File: src/rtl/fnd_scan_if.sv
// Handshake, brightness/blanking controls and digit-drive outputs of the FND scan scheduler.
interface fnd_scan_if;
    logic        i_valid;
    logic [13:0] i_value;
    logic        o_ready;
    logic [2:0]  i_bright;
    logic        i_lz_en;
    logic [3:0]  o_fnd_com;
    logic [3:0]  o_bcd;
    logic        o_frame_done;

    modport master (
        output i_valid, i_value, i_bright, i_lz_en,
        input  o_ready, o_fnd_com, o_bcd, o_frame_done
    );

    modport slave (
        input  i_valid, i_value, i_bright, i_lz_en,
        output o_ready, o_fnd_com, o_bcd, o_frame_done
    );
endinterface

File: src/rtl/fnd_scan_scheduler.sv
// 4-digit common-anode FND scan scheduler: digit scan timing, sequential binary-to-BCD
// conversion, frame-aligned commit, leading-zero blanking and 8-level PWM brightness.
//
// state | meaning
// IDLE  | ready for a new value
// CONV  | double-dabble running, one shift/add-3 step per clock (14 steps)
// HOLD  | BCD result waiting for the next frame boundary to be committed
module fnd_scan_scheduler #(
    parameter int CLK_HZ  = 100_000_000,
    parameter int SCAN_HZ = 1_000
) (
    input  logic     clk,
    input  logic     reset,
    fnd_scan_if.slave bus
);
    localparam int DIV = CLK_HZ / SCAN_HZ;
    localparam int CW  = $clog2(DIV);

    typedef enum logic [1:0] {IDLE, CONV, HOLD} state_t;

    state_t        state, state_nx;
    logic [29:0]   dd, dd_nx;           // {bcd[15:0], bin[13:0]}
    logic [3:0]    step, step_nx;
    logic [CW-1:0] cnt;
    logic [1:0]    sel;
    logic [15:0]   display;
    logic [2:0]    bright_sh;
    logic          lz_sh;
    logic          tick, boundary, xfer;
    logic [13:0]   sat_value;
    logic [31:0]   on_th;
    logic [1:0]    msd;
    logic          lit;

    assign tick      = (cnt == CW'(DIV - 1));
    assign boundary  = tick && (sel == 2'd3);
    assign bus.o_ready = reset || (state == IDLE);
    assign xfer      = bus.i_valid && bus.o_ready;
    assign sat_value = (bus.i_value > 14'd9999) ? 14'd9999 : bus.i_value;

    function automatic logic [29:0] dd_step(input logic [29:0] d);
        logic [29:0] t;
        t = d;
        for (int k = 0; k < 4; k++) begin
            if (t[14 + 4*k +: 4] >= 4'd5) t[14 + 4*k +: 4] = t[14 + 4*k +: 4] + 4'd3;
        end
        return t << 1;
    endfunction

    // FSM next-state and conversion datapath
    always_comb begin
        state_nx = state;
        dd_nx    = dd;
        step_nx  = step;
        case (state)
            IDLE: begin
                if (xfer) begin
                    state_nx = CONV;
                    dd_nx    = {16'd0, sat_value};
                    step_nx  = 4'd13;
                end
            end
            CONV: begin
                dd_nx   = dd_step(dd);
                step_nx = step - 4'd1;
                if (step == 4'd0) state_nx = HOLD;
            end
            HOLD: begin
                // boundary in the capture cycle is seen while still IDLE, so it cannot commit
                if (boundary) state_nx = IDLE;
            end
            default: state_nx = IDLE;
        endcase
    end

    // FSM and conversion registers
    always_ff @(posedge clk) begin
        if (reset) begin
            state <= IDLE;
            dd    <= '0;
            step  <= '0;
        end else begin
            state <= state_nx;
            dd    <= dd_nx;
            step  <= step_nx;
        end
    end

    // digit dwell counter and digit select
    always_ff @(posedge clk) begin
        if (reset) begin
            cnt <= '0;
            sel <= '0;
        end else if (tick) begin
            cnt <= '0;
            sel <= sel + 2'd1;
        end else begin
            cnt <= cnt + CW'(1);
        end
    end

    // frame-boundary sampling of settings and commit of a finished conversion
    always_ff @(posedge clk) begin
        if (reset) begin
            display   <= '0;
            bright_sh <= 3'd7;
            lz_sh     <= 1'b0;
        end else if (boundary) begin
            bright_sh <= bus.i_bright;
            lz_sh     <= bus.i_lz_en;
            if (state == HOLD) display <= dd[29:14];
        end
    end

    // most-significant nonzero digit; digit 0 counts even when zero so "0" is shown
    always_comb begin
        msd = 2'd0;
        for (int k = 1; k < 4; k++) begin
            if (display[4*k +: 4] != 4'd0) msd = 2'(k);
        end
    end

    assign on_th = ((32'(bright_sh) + 32'd1) * 32'(DIV)) >> 3;
    assign lit   = (32'(cnt) < on_th) && !(lz_sh && (sel > msd));

    // registered digit drive, one cycle behind cnt/sel
    always_ff @(posedge clk) begin
        if (reset) begin
            bus.o_fnd_com    <= 4'b1111;
            bus.o_bcd        <= 4'd0;
            bus.o_frame_done <= 1'b0;
        end else begin
            bus.o_fnd_com    <= lit ? ~(4'b0001 << sel) : 4'b1111;
            bus.o_bcd        <= display[{sel, 2'b00} +: 4];
            bus.o_frame_done <= boundary;
        end
    end
endmodule

File: src/flat_wrapper.sv
// flat-port wrapper written by rule: the top's interface ports become plain ports
module fnd_scan_scheduler_flat 
#(
    parameter int CLK_HZ  = 100_000_000,
    parameter int SCAN_HZ = 1_000
)
  (clk, reset, bus_i_valid, bus_i_value, bus_i_bright, bus_i_lz_en, bus_o_ready, bus_o_fnd_com, bus_o_bcd, bus_o_frame_done);
  fnd_scan_if bus_i ();
  input  logic clk;
  input  logic reset;
  input wire logic [$bits(bus_i.i_valid)-1:0] bus_i_valid;
  input wire logic [$bits(bus_i.i_value)-1:0] bus_i_value;
  input wire logic [$bits(bus_i.i_bright)-1:0] bus_i_bright;
  input wire logic [$bits(bus_i.i_lz_en)-1:0] bus_i_lz_en;
  output wire logic [$bits(bus_i.o_ready)-1:0] bus_o_ready;
  output wire logic [$bits(bus_i.o_fnd_com)-1:0] bus_o_fnd_com;
  output wire logic [$bits(bus_i.o_bcd)-1:0] bus_o_bcd;
  output wire logic [$bits(bus_i.o_frame_done)-1:0] bus_o_frame_done;
  assign bus_i.i_valid = bus_i_valid;
  assign bus_i.i_value = bus_i_value;
  assign bus_i.i_bright = bus_i_bright;
  assign bus_i.i_lz_en = bus_i_lz_en;
  assign bus_o_ready = bus_i.o_ready;
  assign bus_o_fnd_com = bus_i.o_fnd_com;
  assign bus_o_bcd = bus_i.o_bcd;
  assign bus_o_frame_done = bus_i.o_frame_done;
  fnd_scan_scheduler #(.CLK_HZ(CLK_HZ), .SCAN_HZ(SCAN_HZ)) u_core (.clk(clk), .reset(reset), .bus(bus_i));
endmodule
File: config.mk
export PLATFORM = sky130hd
export DESIGN_NAME = fnd_scan_scheduler_flat
export DESIGN_NICKNAME = d
export VERILOG_FILES = /design/src/rtl/fnd_scan_if.sv /design/src/rtl/fnd_scan_scheduler.sv /design/src/flat_wrapper.sv
export SDC_FILE = /design/constraint.sdc
export NUM_CORES = 1
export LEC_CHECK = 0
export BUFFER_PORTS_ARGS = -buffer_cell sky130_fd_sc_hd__clkbuf_2
export CAP_MARGIN = 10
export CORE_MARGIN = 1
export CORE_UTILIZATION = 45
export DETAILED_ROUTE_END_ITERATION = 16
export PLACE_DENSITY = 0.69
export RECOVER_POWER = 25
export SLEW_MARGIN = 20
export SYNTH_ARGS = -nofsm -noshare
export SYNTH_HDL_FRONTEND = slang
export SYNTH_SLANG_ARGS = --single-unit
File: constraint.sdc
create_clock -name clk -period 5.3 [get_ports clk]
set_input_delay 1.325 -clock clk [delete_from_list [all_inputs] [get_ports clk]]
set_output_delay 1.325 -clock clk [all_outputs]
set_load 0.01 [all_outputs]
==> impl_metrics.csv <==
group,metric,value,unit
power,pwr-share-seq,0.560,
power,clockPowerShare,0.352,
die,die_x,103,um
sta,tightest_slew,2.93,ns
finish,fin_util,0.506,
critical_path,critPathLaunchType,"flip-flop",
global_routing,grt_max_degree,70,
global_routing,grt_usage,0.193,
sta,max_freq,234,MHz
global_routing,antenna_found_initial,0,
finish,finalInstanceArea,4940,um^2
yosys,ys_types,48,
critical_path,critPathMaxFanout,9,
sta,hold_violations,0,
place,gp_congestion,0.852,
power,p_leak,1.99,nW
clocking,hold_buffers,0,
finish,final_cells,674,
power,cellPowerDensity,241,nW/um^2
drt,drcViolationCount,0,
critical_path,crit_type,"flip-flop to flip-flop",
finish,syn_to_final_growth,8.51,%
place,portBuffers,30,
clocking,ctsResizeCount,0,
critical_path,cp_data_required_time,5.54,ns
power,p_sw,329,uW
job,drv_cap,1,
critical_path,end_kind,"flip-flop",
finish,nets,600,
sta,slew_headroom,-0.951,
die,die_h,103,um
sta,finalCritPeriodShare,0.806,
place,place_inst,658,
clocking,postCtsSetupRepairBufs,0,
critical_path,cp.arrival,4.51,ns
yosys,synth_most_common_cell,"nor2_1",
yosys,synthArstFlopShare,0,
clocking,htree_levels,3,
power,ir_worst_vdd,217,uV
clocking,cts_tree,"built",
clocking,clk_transition_reported_paths,0.09,ns
clocking,clk_latency,0.38,ns
clocking,ctsLongestPathBuffers,2,
place,dpl.hpwl,7010,um
drt,vias,3659,
sta,rsz0062_at_grt,"no",
die,rows,36,
drt,routed_wl,9600,um
power,p_comb_frac,0.088,
yosys,synth_top_area_share,0.369,
sta,skew,0.0175,ns
yosys,syn-cell-area,4560,um^2
sta,layout_min_cycle_time,4.27,ns
drt,ant_nets,0,
global_routing,grt_pass1_vias,3451,
die,initial_core_util,0.466,
yosys,ys_top_cells_by_count,"95 x nor2_1, 84 x dfxtp_1, 43 x ha_1",
outcome,violations,"capacitance limit, slew limit",
die,die-area,10500,um^2
outcome,outcome,"complete, but fails checks",
critical_path,cpPeakStageDelay,0.50,ns
drt,drtPass1Iterations,4,
yosys,ys_warn_count,0,
yosys,avgSynthCellArea,8.81,um^2
finish,drive_above_1_share,0.118,
place,place_area,4770,um^2
die,core-area,9770,um^2
critical_path,cpMostUsedCell,"ha_1",
global_routing,grt_pass1_wl,15600,um
critical_path,critPathSlowestCell,"dfxtp_1",
yosys,synth_top_cells_by_area,"dfxtp_1 37%, ha_1 12%, nor2_1 7.8%",
yosys,ys_seq_area_frac,0.369,
yosys,yosys.area.top_type,"dfxtp_1",
hold_path,hold_path_class,"flip-flop to flip-flop",
clocking,cts-root-buf,"clkbuf_8",
critical_path,crit_chain,"inv_1 -> ha_1 -> xnor2_1 -> ha_1 -> ha_1 -> nand2_1 -> nor2_1 -> mux2i_1 -> nor2b_1 -> xnor2_1 -> ha_1 -> nand4_1 -> a21oi_1 -> a2111o_1 -> a2111oi_2 -> nand3_1",
die,ios,31,
power,power,1.19,mW
yosys,synth_edf_count,0,
yosys,ys.flop_type,"dfxtp_1",
clocking,cts_buffers,9,
global_routing,grt-ovfl-total,0,
finish,antenna_cells,0,
power,power.internal,862,uW
drt,drt-initial-drc-count,152,
drt,avgRoutedWirePerCell,14.2,um
sta,drv_slew,70,
yosys,synth_seq_cells,84,
sta,finalSetupViolCount,0,
yosys,synth_nets,581,
yosys,synth_cells,517,
sta,finalSetupTns,0,ns
power,p_sw_frac,0.276,
clocking,clkSinkCount,84,
drt,viasPerCell,5.43,
-- cell type report --
class,count,area (um^2)
Clock buffer,9,124
Clock inverter,7,50.0
Fill cell,953,4830
Inverter,22,82.6
Multi-Input combinational cell,386,2670
Sequential cell,84,1680
Tap cell,133,166
Timing Repair Buffer,33,168
-- logic make-up after synthesis --
group,after synthesis,synth area share
AOI/OAI and AO/OA,87,0.132
DFF,84,0.369
adders and majority gates,43,0.118
xor gates and xnor gates,35,0.0673
and+or+nand+nor,199,0.209
muxes,22,0.0593
buffers and inverters,47,0.0445
-- cells in the final DEF, fill, tap and decap left out, drive strengths merged, types with 5 or more instances in the layout --
master / count
nand4: 7
nand2: 27
nor4: 7
a21o: 7
xnor2: 23
clkbuf: 40
a222oi: 6
o221a: 5
nand2b: 6
mux2i: 18
nor2b: 7
a21oi: 28
a211oi: 5
inv: 24
nor2: 95
dfxtp: 84
a22oi: 6
and3: 6
xor2: 12
nor3: 12
nand3: 18
ha: 43
o21ai: 12
-- layer usage --
metal  up-vias  wire length (um)  track usage
met1      1742              4330        0.219
met3        17               255       0.0522
met5         -                 0            0
met4         0               194       0.0901
met2        48              4820        0.335
li1       1852                 -            -
-- critical path: cells and delay by family (launching register included) --
kind | cells | cell delay [ns]
multiplexers | 1 | 0.18
flip-flops | 1 | 0.50
buffers and inverters | 1 | 0.18
AO/OA/AOI/OAI | 3 | 0.91
XOR/XNOR | 2 | 0.42
AND/OR/NAND/NOR | 5 | 0.64
adder cells (fa/ha/maj) | 4 | 1.31
-- per-stage QoR --
stage,setup slack (ns),hold slack [ns]
floorplan,1.53,0.413
global route,0.715,0.482
global placement,1.24,0.422
finish,1.03,0.446
detailed placement,1.06,0.434
CTS,1.05,0.451
-- state kept, by name, indices dropped and copies added (netlist names) --
register / count
u_core.sel: 2
u_core.display: 16
u_core.cnt: 17
u_core.state: 2
u_core.bus.o_fnd_com: 4
u_core.bus.o_bcd: 4
u_core.bright_sh: 3
u_core.lz_sh: 1
u_core.dd: 30
u_core.step: 4
u_core.bus.o_frame_done: 1
-- power by group through the flow --
stage / logic (mW) / registers [mW] / clock network (mW)
global route: 0.117 / 0.669 / 0.458
global placement: 0.101 / 0.680 / 0
finish: 0.105 / 0.667 / 0.419
CTS: 0.105 / 0.666 / 0.431
detailed placement: 0.105 / 0.681 / 0
floorplan: 0.0793 / 0.675 / 0
-- path summary, 6_finish.rpt --
path / from / to / slack (ns) / depth (start not counted)
max: u_core.bright_sh[0]$_SDFFE_PP1P_ / u_core.bus.o_fnd_com[3]$_SDFF_PP1_ / 1.03 / 16
min: u_core.cnt[0]$_SDFF_PP0_ / u_core.cnt[0]$_SDFF_PP0_ / 0.45 / 1
max reg2reg: u_core.bright_sh[0]$_SDFFE_PP1P_ / u_core.bus.o_fnd_com[3]$_SDFF_PP1_ / 1.03 / 16
min reg2reg: u_core.cnt[0]$_SDFF_PP0_ / u_core.cnt[0]$_SDFF_PP0_ / 0.45 / 1
Note: power is estimated with default switching activity, not from simulation.
